===== config.mk =====
export PLATFORM = sky130hd
export DESIGN_NAME = score_display_ctrl
export DESIGN_NICKNAME = d
export VERILOG_FILES = /design/src/rtl/score_display_ctrl_pkg.sv /design/src/rtl/score_display_ctrl_hex_seg.sv /design/src/rtl/score_display_ctrl.sv
export SDC_FILE = /design/constraint.sdc
export NUM_CORES = 1
export LEC_CHECK = 0
export CELL_PAD_IN_SITES_DETAIL_PLACEMENT = 1
export CELL_PAD_IN_SITES_GLOBAL_PLACEMENT = 1
export CORE_MARGIN = 3
export CORE_UTILIZATION = 45
export DETAILED_ROUTE_END_ITERATION = 7
export DONT_BUFFER_PORTS = 1
export GPL_TIMING_DRIVEN = 1
export PLACE_DENSITY = 0.72
export SETUP_SLACK_MARGIN = 0.05
export SLEW_MARGIN = 20
export SYNTH_ARGS = -nofsm -noshare
export SYNTH_HDL_FRONTEND = slang
export SYNTH_SLANG_ARGS = --single-unit

===== constraint.sdc =====
create_clock -name clock -period 3.6 [get_ports clock]
set_clock_uncertainty 0.2 [all_clocks]
set_input_delay 0 -clock clock [delete_from_list [all_inputs] [get_ports clock]]
set_output_delay 0 -clock clock [all_outputs]
set_load 0.03 [all_outputs]

===== src/rtl/score_display_ctrl_pkg.sv =====
// Shared constants for the score display: adder state codes, blank pattern, BCD limits.
package score_display_ctrl_pkg;

    localparam logic [1:0] ST_IDLE   = 2'd0;
    localparam logic [1:0] ST_ADD    = 2'd1;
    localparam logic [1:0] ST_COMMIT = 2'd2;

    localparam logic [6:0] SEG_BLANK = 7'h7F;
    localparam logic [3:0] BCD_MAX   = 4'd9;

    // Out-of-range BCD inputs (10..15) are treated as the largest digit.
    function automatic logic [3:0] bcd_clamp(input logic [3:0] v);
        return (v > BCD_MAX) ? BCD_MAX : v;
    endfunction

endpackage


===== src/rtl/score_display_ctrl_hex_seg.sv =====
// Hex to active-low 7-segment decoder (gfedcba); codes 16..31 render blank.
module score_display_ctrl_hex_seg
    import score_display_ctrl_pkg::*;
(
    input  logic [4:0] value,
    output logic [6:0] seg
);

    always_comb begin
        seg = SEG_BLANK;
        case (value)
            5'd0:  seg = 7'h40;
            5'd1:  seg = 7'h79;
            5'd2:  seg = 7'h24;
            5'd3:  seg = 7'h30;
            5'd4:  seg = 7'h19;
            5'd5:  seg = 7'h12;
            5'd6:  seg = 7'h02;
            5'd7:  seg = 7'h78;
            5'd8:  seg = 7'h00;
            5'd9:  seg = 7'h10;
            5'd10: seg = 7'h08;
            5'd11: seg = 7'h03;
            5'd12: seg = 7'h46;
            5'd13: seg = 7'h21;
            5'd14: seg = 7'h06;
            5'd15: seg = 7'h0E;
            default: seg = SEG_BLANK;
        endcase
    end

endmodule


===== src/rtl/score_display_ctrl.sv =====
// BCD score register with a digit-serial adder, plus a scanned 7-segment display
// with leading-zero blanking and game-over blink.
module score_display_ctrl
    import score_display_ctrl_pkg::*;
#(
    parameter int NUM_DIGITS = 4,
    parameter int SCAN_DIV   = 50000,
    parameter int BLINK_DIV  = 64
) (
    input  logic                    clock,
    input  logic                    resetn,
    input  logic                    add_pulse,
    input  logic [3:0]              add_value,
    output logic                    add_ready,
    input  logic                    clear_score,
    input  logic                    game_over,
    output logic [4*NUM_DIGITS-1:0] score_bcd,
    output logic [NUM_DIGITS-1:0]   digit_en,
    output logic [6:0]              seg_out
);

    localparam int PW = $clog2(NUM_DIGITS);
    localparam int SW = $clog2(SCAN_DIV);
    localparam int BW = (BLINK_DIV > 1) ? $clog2(BLINK_DIV) : 1;
    localparam logic [PW-1:0] LAST = PW'(NUM_DIGITS - 1);

    logic [1:0]                 state;
    logic [NUM_DIGITS-1:0][3:0] score;
    logic [NUM_DIGITS-1:0][3:0] work;
    logic [3:0]                 operand;
    logic [PW-1:0]              ptr;
    logic                       carry;

    logic [3:0] addend;
    logic [4:0] sum;
    logic       sum_carry;
    logic [3:0] digit_next;

    assign score_bcd = score;
    assign add_ready = (state == ST_IDLE);

    // Only digit 0 receives the operand; higher digits just absorb the carry.
    always_comb begin
        addend     = (ptr == '0) ? operand : 4'd0;
        sum        = {1'b0, work[ptr]} + {1'b0, addend} + {4'd0, carry};
        sum_carry  = (sum > 5'd9);
        digit_next = sum_carry ? (sum[3:0] - 4'd10) : sum[3:0];
    end

    always_ff @(posedge clock or negedge resetn) begin
        if (!resetn) begin
            state   <= ST_IDLE;
            score   <= '0;
            work    <= '0;
            operand <= '0;
            ptr     <= '0;
            carry   <= 1'b0;
        end else if (clear_score) begin
            state <= ST_IDLE;
            score <= '0;
            ptr   <= '0;
            carry <= 1'b0;
        end else begin
            case (state)
                ST_IDLE: begin
                    if (add_pulse) begin
                        operand <= bcd_clamp(add_value);
                        work    <= score;
                        ptr     <= '0;
                        carry   <= 1'b0;
                        state   <= ST_ADD;
                    end
                end
                ST_ADD: begin
                    work[ptr] <= digit_next;
                    carry     <= sum_carry;
                    if (ptr == LAST) state <= ST_COMMIT;
                    else             ptr   <= ptr + 1'b1;
                end
                ST_COMMIT: begin
                    // Carry out of the top digit means overflow: pin at all nines.
                    score <= carry ? {NUM_DIGITS{BCD_MAX}} : work;
                    state <= ST_IDLE;
                end
                default: state <= ST_IDLE;
            endcase
        end
    end

    logic [SW-1:0] presc;
    logic [PW-1:0] idx;
    logic          scan_wrap;
    logic          rot_wrap;

    assign scan_wrap = (presc == SW'(SCAN_DIV - 1));
    assign rot_wrap  = scan_wrap && (idx == LAST);

    always_ff @(posedge clock or negedge resetn) begin
        if (!resetn) begin
            presc <= '0;
            idx   <= '0;
        end else if (scan_wrap) begin
            presc <= '0;
            idx   <= (idx == LAST) ? '0 : idx + 1'b1;
        end else begin
            presc <= presc + 1'b1;
        end
    end

    logic [BW-1:0] bcnt;
    logic          hidden;

    always_ff @(posedge clock or negedge resetn) begin
        if (!resetn) begin
            bcnt   <= '0;
            hidden <= 1'b0;
        end else if (!game_over) begin
            bcnt   <= '0;
            hidden <= 1'b0;
        end else if (rot_wrap) begin
            if (bcnt == BW'(BLINK_DIV - 1)) begin
                bcnt   <= '0;
                hidden <= ~hidden;
            end else begin
                bcnt <= bcnt + 1'b1;
            end
        end
    end

    logic       lz_blank;
    logic [6:0] dec_seg;
    logic [6:0] seg_q;

    // A non-zero digit at or above the scanned position keeps it visible.
    always_comb begin
        lz_blank = (idx != '0);
        for (int i = 0; i < NUM_DIGITS; i++) begin
            if ((PW'(i) >= idx) && (score[i] != 4'd0)) lz_blank = 1'b0;
        end
    end

    score_display_ctrl_hex_seg u_hex_seg (
        .value ({1'b0, score[idx]}),
        .seg   (dec_seg)
    );

    always_ff @(posedge clock or negedge resetn) begin
        if (!resetn) begin
            seg_q    <= SEG_BLANK;
            digit_en <= NUM_DIGITS'(1);
        end else begin
            seg_q    <= lz_blank ? SEG_BLANK : dec_seg;
            digit_en <= NUM_DIGITS'(1) << idx;
        end
    end

    assign seg_out = hidden ? SEG_BLANK : seg_q;

endmodule


# Yosys cells after proc, flatten, opt, wreduce, memory -nomap -nowiden
# Memory sizes are Yosys's and may differ from the RTL's.
# Cells that the tools add are included.
[word_totals]
in_bits = 9
word_cells = 112
memories = 1
mem_bits_ro = 112
output_inout_bits = 28
regBits = 77
[op_classes]
eq_ne = 12
mux = 40
n_reduce_logical = 22
order_cmp = 9
bitwise_logic = 2
add_sub_neg = 7
n_shift = 1
[mem_list]
columns = ["name", "depth", "width", "read_ports", "rd_clocked_by_memory_dff", "wr", "line_no", "rtl"]
rows = [
  ["(name not given)", 16, 7, 1, 0, 0, "score_display_ctrl_hex_seg.sv:11", "case (value)"],
]
[ops]
columns = ["op", "n"]
rows = [
  ["16-bit two-way mux", 5],
  ["16-bit one-hot mux with 2 select lines", 1],
  ["4-bit two-way mux", 6],
  ["6-bit two-way mux", 3],
  ["16-bit by 1-bit adder with 16-bit output (second input constant)", 1],
  ["4-bit binary-select mux with 2-bit select", 2],
  ["16-bit bitwise mux", 1],
  ["16-bit equality test (second input constant)", 1],
  ["4-bit nonzero test", 4],
  ["2-bit two-way mux", 7],
  ["7-bit two-way mux", 2],
  ["1-bit two-way mux", 9],
  ["3-bit AND reduction", 3],
  ["4-bit demux with 2-bit select", 1],
  ["2-bit one-hot mux with 2 select lines", 2],
  ["6-bit by 1-bit adder with 6-bit output (second input constant)", 1],
  ["2-bit equality test (second input constant)", 3],
  ["6-bit equality test (second input constant)", 1],
  ["1-bit logical AND", 6],
  ["2-bit by 3-bit less-than comparator with 1-bit output (second input constant)", 2],
  ["3-bit inequality test (second input constant)", 2],
  ["2-bit AND reduction", 3],
  ["2-bit nonzero test", 3],
  ["4-bit by 4-bit adder with 5-bit output", 1],
  ["other kinds (17)", 23],
]

# Logic depth before layout (Yosys ltp)
# Gate-level depths: netlist of run 1.
[depth]
depth_word = 8
ltp_mapped = 13
ltp_nobuf = 12

# Modules after synthesis
# A second synthesis of run 1 with hierarchy kept.
[hier_totals]
hier_cells = 431
hier_area_um2 = 4286.6
[by_module_without_submodules]
columns = ["mod", "n_inst", "area_each_um2", "cells_per_inst", "seq_area_each_um2"]
rows = [
  ["score_display_ctrl", 1, 3991.3, 396, 1936.9],
  ["score_display_ctrl_hex_seg", 1, 295.3, 35, 0.0],
]

# Least setup slack after synthesis of run 1
# Ideal clock, no wire load.
[synth_timing]
path_kind = "register to register"
start = "reg ptr[0]"
end = "reg work[10] (netlist bit)"
setup_time_ns = 0.126
arrival_time_ns = 3.131
required_time_ns = 3.274
path_stages_with_launch = 13
path_buffers = 1
period_less_slack_ns = 3.458
setup_slack_ns = 0.142
path_cell_list = "dfrtp_1 clkbuf_1 mux4_2 inv_1 fa_1 inv_1 fa_1 xnor2_1 ha_1 a22oi_1 nand3_1 mux2i_1 a311o_1"
[synth_between]
elab_chain_len = 8
elab_cells_between_ends = 16
cone_classes = "add/sub (3); order compare (3); mux (8); reduce/logical (2)"
[synth_rtl]
columns = ["item", "line_no", "rtl"]
rows = [
  ["from (decl)", "score_display_ctrl.sv:31", "logic [PW-1:0] ptr;"],
  ["from (signal assigned)", "score_display_ctrl.sv:78", "else ptr <= ptr + 1'b1;"],
  ["4-bit binary-select mux with 2-bit select / 2-bit zero test (equally long branches)", "score_display_ctrl.sv:45, score_display_ctrl.sv:44", ""],
  ["4-bit two-way mux (on tied branches)", "score_display_ctrl.sv:45, score_display_ctrl.sv:44", ""],
  ["4-bit by 4-bit adder with 5-bit output", "score_display_ctrl.sv:45", "sum = {1'b0, work[ptr]} + {1'b0, addend} + {4'd0, carry};"],
  ["5-bit by 1-bit adder with 5-bit output", "score_display_ctrl.sv:45", ""],
  ["4-bit subtractor / 5-bit by 4-bit greater-than comparator with 1-bit output (equally long branches)", "score_display_ctrl.sv:47, score_display_ctrl.sv:46", ""],
  ["4-bit two-way mux", "score_display_ctrl.sv:47", "digit_next = sum_carry ? (sum[3:0] - 4'd10) : sum[3:0];"],
  ["16-bit bitwise mux *", "score_display_ctrl.sv:75", "work[ptr] <= digit_next;"],
  ["16-bit one-hot mux with 2 select lines *", "score_display_ctrl.sv:64", "case (state)"],
  ["to (signal assigned)", "score_display_ctrl.sv:68", "work <= score;"],
  ["to (signal, indexed assignment)", "score_display_ctrl.sv:75", ""],
  ["to (decl)", "score_display_ctrl.sv:29", "logic [NUM_DIGITS-1:0][3:0] work;"],
]
# Mark *: on every way between the ends. The rest lies on a longest branch, timed or not. The select of a mux whose other input is x is not followed.
# A chain may end at the register's enable or synchronous reset.

# Worst setup path in the final report of run 1
# Ends and elaborated chain as after synthesis.

==> results of run 1 <==
## power groups by stage
| stage | registers [mW] | clock network [mW] | logic, mW |
|---|---|---|---|
| 6_report | 1.19 | 0.829 | 1.03 |
| 5_1_grt | 1.20 | 0.885 | 1.13 |
| 4_1_cts | 1.19 | 0.840 | 0.944 |
| 3_5_place_dp | 1.21 | 0 | 0.903 |
| 3_3_place_gp | 1.20 | 0 | 0.860 |
| 2_1_floorplan | 1.14 | 0 | 0.712 |
## area by class of cell
class / count / share of cell area
Inverter: 19 / 0.0152
Sequential cell: 77 / 0.412
Multi-Input combinational cell: 299 / 0.453
Clock buffer: 10 / 0.0293
Clock inverter: 6 / 0.0234
Tap cell: 108 / 0.0287
Timing Repair Buffer: 18 / 0.0383
## worst min-delay path by stage
| stage | end | start | depth (start not counted) |
|---|---|---|---|
| after floorplan | bcnt[0] | resetn | 0 |
| after global placement | hidden | resetn | 0 |
| after detailed placement | score_bcd[3] | resetn | 0 |
| after CTS | score_bcd[0] | resetn | 2 |
| after global routing | score_bcd[7] | resetn | 2 |
| final | score_bcd[4] | resetn | 2 |
## sequential cells by signal, summed over array words and instances (netlist names)
| register | cells |
|---|---|
| presc | 16 |
| hidden | 1 |
| idx | 2 |
| ptr | 2 |
| seg_q | 7 |
| score_bcd | 16 |
| operand | 4 |
| bcnt | 6 |
| carry | 1 |
| work | 16 |
| state | 2 |
| digit_en | 4 |
## layer usage
layer,part of all wire,vias to the layer above,track usage
met4,0.019,0,0.0676
li1,-,1497,-
met1,0.44,1656,0.293
met3,0.027,19,0.0410
met5,0,-,0
met2,0.51,55,0.377
## Yosys cell counts (10+ instances only)
| library cell | number | area, um2 |
|---|---|---|
| sky130_fd_sc_hd__a22oi_1 | 14 | 105 |
| sky130_fd_sc_hd__and2_1 | 10 | 62.6 |
| sky130_fd_sc_hd__clkbuf_1 | 15 | 56.3 |
| sky130_fd_sc_hd__dfrtp_1 | 69 | 1730 |
| sky130_fd_sc_hd__ha_1 | 22 | 275 |
| sky130_fd_sc_hd__inv_1 | 19 | 71.3 |
| sky130_fd_sc_hd__nand2_1 | 47 | 176 |
| sky130_fd_sc_hd__nand3_1 | 10 | 50.1 |
| sky130_fd_sc_hd__nor2_1 | 32 | 120 |
| sky130_fd_sc_hd__nor3_1 | 10 | 50.1 |
| sky130_fd_sc_hd__o21ai_0 | 35 | 175 |
| sky130_fd_sc_hd__xnor2_1 | 13 | 114 |
## logic make-up (layout without fill, tap and decap cells)
kind of cell	after synthesis	count (layout)	share of synthesized area
flip-flops	77	77	0.465
adder cells (fa/ha/maj)	24	24	0.0757
buffers and inverters	35	53	0.0315
AND/OR/NAND/NOR	144	144	0.174
multiplexers	12	12	0.0532
XOR/XNOR	20	20	0.0421
AO/OA/AOI/OAI	99	99	0.158
## repair_timing
action                                  in CTS  in global routing
hold endpoints to repair                   124                  0
endpoints found under the setup margin       4                 11
buffers inserted                             0                  1
resized for setup                            1                  6
hold buffers                                11                  0
## stage by stage
step | instance area (um2) | cells
final | 4700 | 537
after global routing | 4700 | 537
after CTS | 4660 | 536
after detailed placement | 4290 | 509
after global placement | 4290 | 509
after floorplan | 4160 | 411
## worst max-delay path, delay by kind of cell (launching register included)
| kind | cells | cell delay, ns |
|---|---|---|
| adders and majority gates | 3 | 0.87 |
| muxes | 2 | 0.74 |
| AOI/OAI and AO/OA | 2 | 0.61 |
| DFF | 1 | 0.44 |
| xor gates and xnor gates | 1 | 0.19 |
| buffers and inverters | 2 | 0.14 |
| and+or+nand+nor | 1 | 0.11 |
==> insert_results.sql, run 1 <==
INSERT INTO impl_metrics (metric_group, metric, value, unit) VALUES
('critical_path', 'cp_slowest_stage_delay', '0.52', 'ns'),
('critical_path', 'arrival', '3.46', 'ns'),
('finish', 'final_cell_mix', 'sky130_fd_sc_hd__dfrtp_1, sky130_fd_sc_hd__nand2_1, sky130_fd_sc_hd__o21ai_0, sky130_fd_sc_hd__nor2_1, sky130_fd_sc_hd__ha_1', ''),
('critical_path', 'crit_chain', 'mux4_2 > inv_1 > fa_1 > inv_1 > fa_1 > xnor2_2 > ha_1 > a22oi_2 > nand3_2 > mux2i_2 > a311o_1', ''),
('grt', 'grt-ovfl-total', '0', ''),
('critical_path', 'worstPathMaxFanout', '6', ''),
('synth', 'synth_cell_types', '51', ''),
('drt', 'vias_per_cell', '6.01', ''),
('timing', 'max_slew_margin', '0.461', ''),
('timing', 'timing_max_transition_violations_final', '0', ''),
('drt', 'ant_nets', '0', ''),
('grt', 'first_global_vias', '3278', ''),
('pwr', 'seqPwrFrac', '0.390', ''),
('pwr', 'p_sw_frac', '0.377', ''),
('grt', 'grt_first_pass_wirelength', '17800', 'um'),
('finish', 'area.sequential', '1940', 'um2'),
('clocking', 'clock_sink_count', '77', ''),
('pwr', 'net-switching-power', '1.15', 'mW'),
('finish', 'insertedDiodeCount', '0', ''),
('finish', 'area_growth_syn_to_layout', '13.0', '%'),
('drt', 'detailedRoute.firstPassIterationCount', '4', ''),
('critical_path', 'crit_type', 'reg2reg', ''),
('die', 'pin_count', '37', ''),
('synth', 'synth_async_sr_flop_share', '1.00', ''),
('synth', 'synth-seq-area-share', '0.465', ''),
('pwr', 'pwr_density_cell', '648', 'nW/um2'),
('clocking', 'insertion_delay', '0.36', 'ns'),
('synth', 'synth-seq-cells', '77', ''),
('clocking', 'clockRootBuffer', 'sky130_fd_sc_hd__clkbuf_8', ''),
('timing', 'finalWorstPathRequiredPeriod', '3.42', 'ns'),
('critical_path', 'r2r_end', 'work[10]', ''),
('die', 'floorplan.die.height', '102', 'um'),
('timing', 'timing.final.crit_share', '0.949', ''),
('clocking', 'tritoncts', 'yes', ''),
('pwr', 'power.ir.vdd_worst', '0.278', 'mV'),
('grt', 'grt_start_max_net_pins', '78', ''),
('pwr', 'comb_power_share', '0.338', ''),
('clocking', 'cts.clk_slew.worst_paths', '0.09', 'ns'),
('critical_path', 'termination_of_the_worst_setup_path', 'work[10]', ''),
('critical_path', 'startpoint_type', 'register', ''),
('timing', 'max_slew.worst_pin.slew', '0.803', 'ns'),
('pwr', 'leakage', '2.05', 'nW'),
('clocking', 'cts_buffers', '9', ''),
('timing', 'grt_setup_unrepaired', 'false', ''),
('timing', 'fmax', '293', 'MHz'),
('finish', 'multi_input_area', '2130', 'um2'),
('synth', 'total_nets_after_synthesis', '444', ''),
('critical_path', 'startpoint_of_the_most_critical_setup_path', 'ptr[0]', ''),
('critical_path', 'cp_data_required_time', '3.64', 'ns'),
('timing', 'tns', '0', 'ns'),
('finish', 'post_route_cells_drive_above_1_share', '0.140', ''),
('drt', 'drcViolationCount', '0', ''),
('critical_path', 'r2r_setup_slack', '0.18', 'ns'),
('drt', 'num_vias', '3227', ''),
('placement', 'placement.io_buffers', '0', ''),
('status', 'run_status', 'finished clean', ''),
('synth', 'postSynthCellCount', '411', ''),
('placement', 'detailedPlace.worstSlack', '0.0452', 'ns'),
('timing', 'finalHoldViolations', '0', ''),
('finish', 'nFillCells', '988', ''),
('clocking', 'clockBufferDepth', '2', ''),
('clocking', 'htree_levels', '3', ''),
('drt', 'detail_route.iter0.violations', '146', ''),
('timing', 'finalSetupViolCount', '0', ''),
('pwr', 'finalPower', '3.05', 'mW'),
('worst_hold_path', 'worstHoldPathType', 'in2async', ''),
('die', 'design.die.area', '10400', 'um2'),
('critical_path', 'cp-end-kind', 'register', ''),
('drt', 'drt-total-wl', '10900', 'um'),
('grt', 'grt_antenna_before_repair', '0', ''),
('synth', 'yosys_most_used_dff', 'sky130_fd_sc_hd__dfrtp_1', '');
(Power assumes the default switching activity.)
==> run 2, diff against run 1 <==
--- a/config.mk
+++ b/config.mk
@@ -8,11 +8,11 @@
 export CELL_PAD_IN_SITES_DETAIL_PLACEMENT = 1
 export CELL_PAD_IN_SITES_GLOBAL_PLACEMENT = 1
 export CORE_MARGIN = 3
-export CORE_UTILIZATION = 45
+export CORE_UTILIZATION = 50
 export DETAILED_ROUTE_END_ITERATION = 7
 export DONT_BUFFER_PORTS = 1
 export GPL_TIMING_DRIVEN = 1
-export PLACE_DENSITY = 0.72
+export PLACE_DENSITY = 0.76
 export SETUP_SLACK_MARGIN = 0.05
 export SLEW_MARGIN = 20
 export SYNTH_ARGS = -nofsm -noshare
==> constraint.sdc (replaced) <==
create_clock -name clock -period 4.3 [get_ports clock]
set_clock_uncertainty 0.2 [all_clocks]
set_input_delay 0 -clock clock [delete_from_list [all_inputs] [get_ports clock]]
set_output_delay 0 -clock clock [all_outputs]
set_load 0.03 [all_outputs]
==> insert_results.sql, run 2 (synthesized netlist as in run 1, its figures left out) <==
INSERT INTO impl_metrics (metric_group, metric, value, unit) VALUES
('pwr', 'power.clock.fraction', '0.263', ''),
('timing', 'fin_hold_ws', '0.00510', 'ns'),
('die', 'rows', '32', ''),
('drt', 'drt-total-wl', '11000', 'um'),
('finish', 'final_cell_mix', 'sky130_fd_sc_hd__dfrtp_1, sky130_fd_sc_hd__nand2_1, sky130_fd_sc_hd__o21ai_0, sky130_fd_sc_hd__nor2_1, sky130_fd_sc_hd__ha_1', ''),
('drt', 'detail_route.iter0.violations', '158', ''),
('finish', 'layout.cells.non_filler', '526', ''),
('timing', 'finalWorstPathRequiredPeriod', '3.75', 'ns'),
('drt', 'detailedRoute.firstPassIterationCount', '4', ''),
('drt', 'vias_per_cell', '6.15', ''),
('clocking', 'clockBufferDepth', '2', ''),
('finish', 'insertedDiodeCount', '0', ''),
('critical_path', 'crit_type', 'reg2reg', ''),
('timing', 'finalSetupViolCount', '0', ''),
('critical_path', 'worstPathMaxFanout', '10', ''),
('critical_path', 'startpoint_type', 'register', ''),
('clocking', 'clockRootBuffer', 'sky130_fd_sc_hd__clkbuf_8', ''),
('die', 'start_util', '0.528', ''),
('timing', 'finalHoldViolations', '0', ''),
('pwr', 'comb_power_share', '0.322', ''),
('finish', 'most_common_cell_after_layout_fill_and_taps_aside', 'sky130_fd_sc_hd__dfrtp_1', ''),
('finish', 'area_growth_syn_to_layout', '10.7', '%'),
('clocking', 'cts.clk_slew.worst_paths', '0.09', 'ns'),
('critical_path', 'cp_data_required_time', '4.33', 'ns'),
('pwr', 'power.ir.vdd_worst', '0.246', 'mV'),
('status', 'run_status', 'finished clean', ''),
('die', 'core', '7890', 'um2'),
('pwr', 'seqPwrFrac', '0.414', ''),
('worst_hold_path', 'worstHoldPathType', 'in2async', ''),
('finish', 'nFillCells', '849', ''),
('grt', 'grt_start_max_net_pins', '78', ''),
('timing', 'max_slew_margin', '0.442', ''),
('critical_path', 'arrival', '3.78', 'ns'),
('timing', 'timing.final.crit_share', '0.872', ''),
('placement', 'place_congestion', '0.907', ''),
('drt', 'num_vias', '3237', ''),
('placement', 'detailedPlacementHpwl', '7570', 'um'),
('finish', 'post_route_cells_drive_above_1_share', '0.113', ''),
('clocking', 'cts_buffers', '9', ''),
('timing', 'tns', '0', 'ns'),
('pwr', 'p_sw_frac', '0.386', ''),
('pwr', 'net-switching-power', '0.938', 'mW'),
('clocking', 'post_cts.repair.setup_buffers', '0', ''),
('drt', 'route.detailed.wl_per_inst', '20.9', 'um'),
('critical_path', 'crit-reg2reg-launch', 'ptr[0]', ''),
('clocking', 'insertion_delay', '0.36', 'ns'),
('grt', 'all_layer_gr_usage', '0.238', ''),
('die', 'pin_count', '37', ''),
('clocking', 'htree_levels', '3', ''),
('critical_path', 'startpoint_of_the_most_critical_setup_path', 'ptr[0]', ''),
('placement', 'numPlacedInstances', '499', ''),
('die', 'die_w', '97.3', 'um'),
('timing', 'grt_setup_unrepaired', 'false', ''),
('critical_path', 'cp-end-kind', 'register', ''),
('drt', 'ant_nets', '0', ''),
('placement', 'placement.io_buffers', '0', ''),
('grt', 'grt-ovfl-total', '0', ''),
('grt', 'grt_first_pass_wirelength', '17900', 'um'),
('pwr', 'pwr_density_cell', '527', 'nW/um2'),
('timing', 'fmax', '267', 'MHz'),
('grt', 'first_global_vias', '3445', ''),
('timing', 'timing_max_transition_violations_final', '0', ''),
('grt', 'grt_antenna_before_repair', '0', ''),
('pwr', 'leakage', '2.01', 'nW'),
('drt', 'drcViolationCount', '0', ''),
('flow_run', 'cap_viol_max_count', '0', ''),
('die', 'design.die.area', '9460', 'um2'),
('clocking', 'clock_sink_count', '77', ''),
('timing', 'max_slew.worst_pin.slew', '0.829', 'ns'),
('die', 'floorplan.die.height', '97.3', 'um'),
('pwr', 'power.internal', '1.49', 'mW'),
('finish', 'finish.net_count', '452', ''),
('clocking', 'tritoncts', 'yes', '');
## run 2: path summary, 6_finish.rpt
check	endpoint	slack, ns	cells past startpoint
worst max-delay path	work[6]	0.55	11
worst max register to register	work[6]	0.55	11
worst min register to register	presc[0]	0.27	1
max in group asynchronous	work[3]	3.58	2
worst min-delay path	digit_en[1]	0.005	2
min in group clock	work[4]	0.08	4
## run 2: power by group through the flow
stage / clock network, mW / logic [mW] / registers [mW]
5_1_grt: 0.688 / 0.856 / 1.02
3_5_place_dp: 0 / 0.740 / 1.02
4_1_cts: 0.649 / 0.777 / 1.00
6_report: 0.640 / 0.783 / 1.01
3_3_place_gp: 0 / 0.703 / 1.02
2_1_floorplan: 0 / 0.596 / 0.957
## run 2: critical path, stage by stage (launching register included)
cell	delay (ns)
sky130_fd_sc_hd__dfrtp_1	0.61
sky130_fd_sc_hd__mux4_2	0.55
sky130_fd_sc_hd__inv_1	0.08
sky130_fd_sc_hd__fa_1	0.21
sky130_fd_sc_hd__inv_1	0.07
sky130_fd_sc_hd__fa_1	0.40
sky130_fd_sc_hd__xnor2_1	0.18
sky130_fd_sc_hd__ha_1	0.25
sky130_fd_sc_hd__a22oi_1	0.29
sky130_fd_sc_hd__nand3_1	0.16
sky130_fd_sc_hd__mux2i_1	0.24
sky130_fd_sc_hd__a311o_1	0.39
## run 2: what timing repair did
action / CTS / global route
gates resized for setup: 0 / 0
hold buffers: 11 / 0
endpoints found under the hold margin: 124 / 0
## run 2: layout make-up
| class | instances | area, um2 | share of cell area |
|---|---|---|---|
| multi-input cells | 299 | 2100 | 0.455 |
| repair buffers | 13 | 143 | 0.0309 |
| clock inverters | 6 | 93.8 | 0.0204 |
| clock buffers | 10 | 138 | 0.0299 |
| inverters | 19 | 71.3 | 0.0155 |
| flip-flops and latches | 77 | 1940 | 0.420 |
| well taps | 102 | 128 | 0.0277 |
## run 2: metrics by stage
| step | instance area (um2) | power, mW | worst slack, ns | utilization |
|---|---|---|---|---|
| detailed placement | 4250 | 1.76 | 0.623 | 0.539 |
| floorplan | 4160 | 1.55 | 0.842 | - |
| global placement | 4250 | 1.72 | 0.779 | 0.539 |
| CTS | 4610 | 2.43 | 0.574 | 0.584 |
| global route | 4610 | 2.56 | 0.383 | 0.584 |
| finish | 4610 | 2.43 | 0.551 | 0.584 |
## run 2: metal layers
| metal | wire, um | track usage |
|---|---|---|
| met5 | 0 | 0 |
| met4 | 272 | 0.0767 |
| met3 | 428 | 0.0517 |
| met2 | 5680 | 0.412 |
| met1 | 4610 | 0.296 |
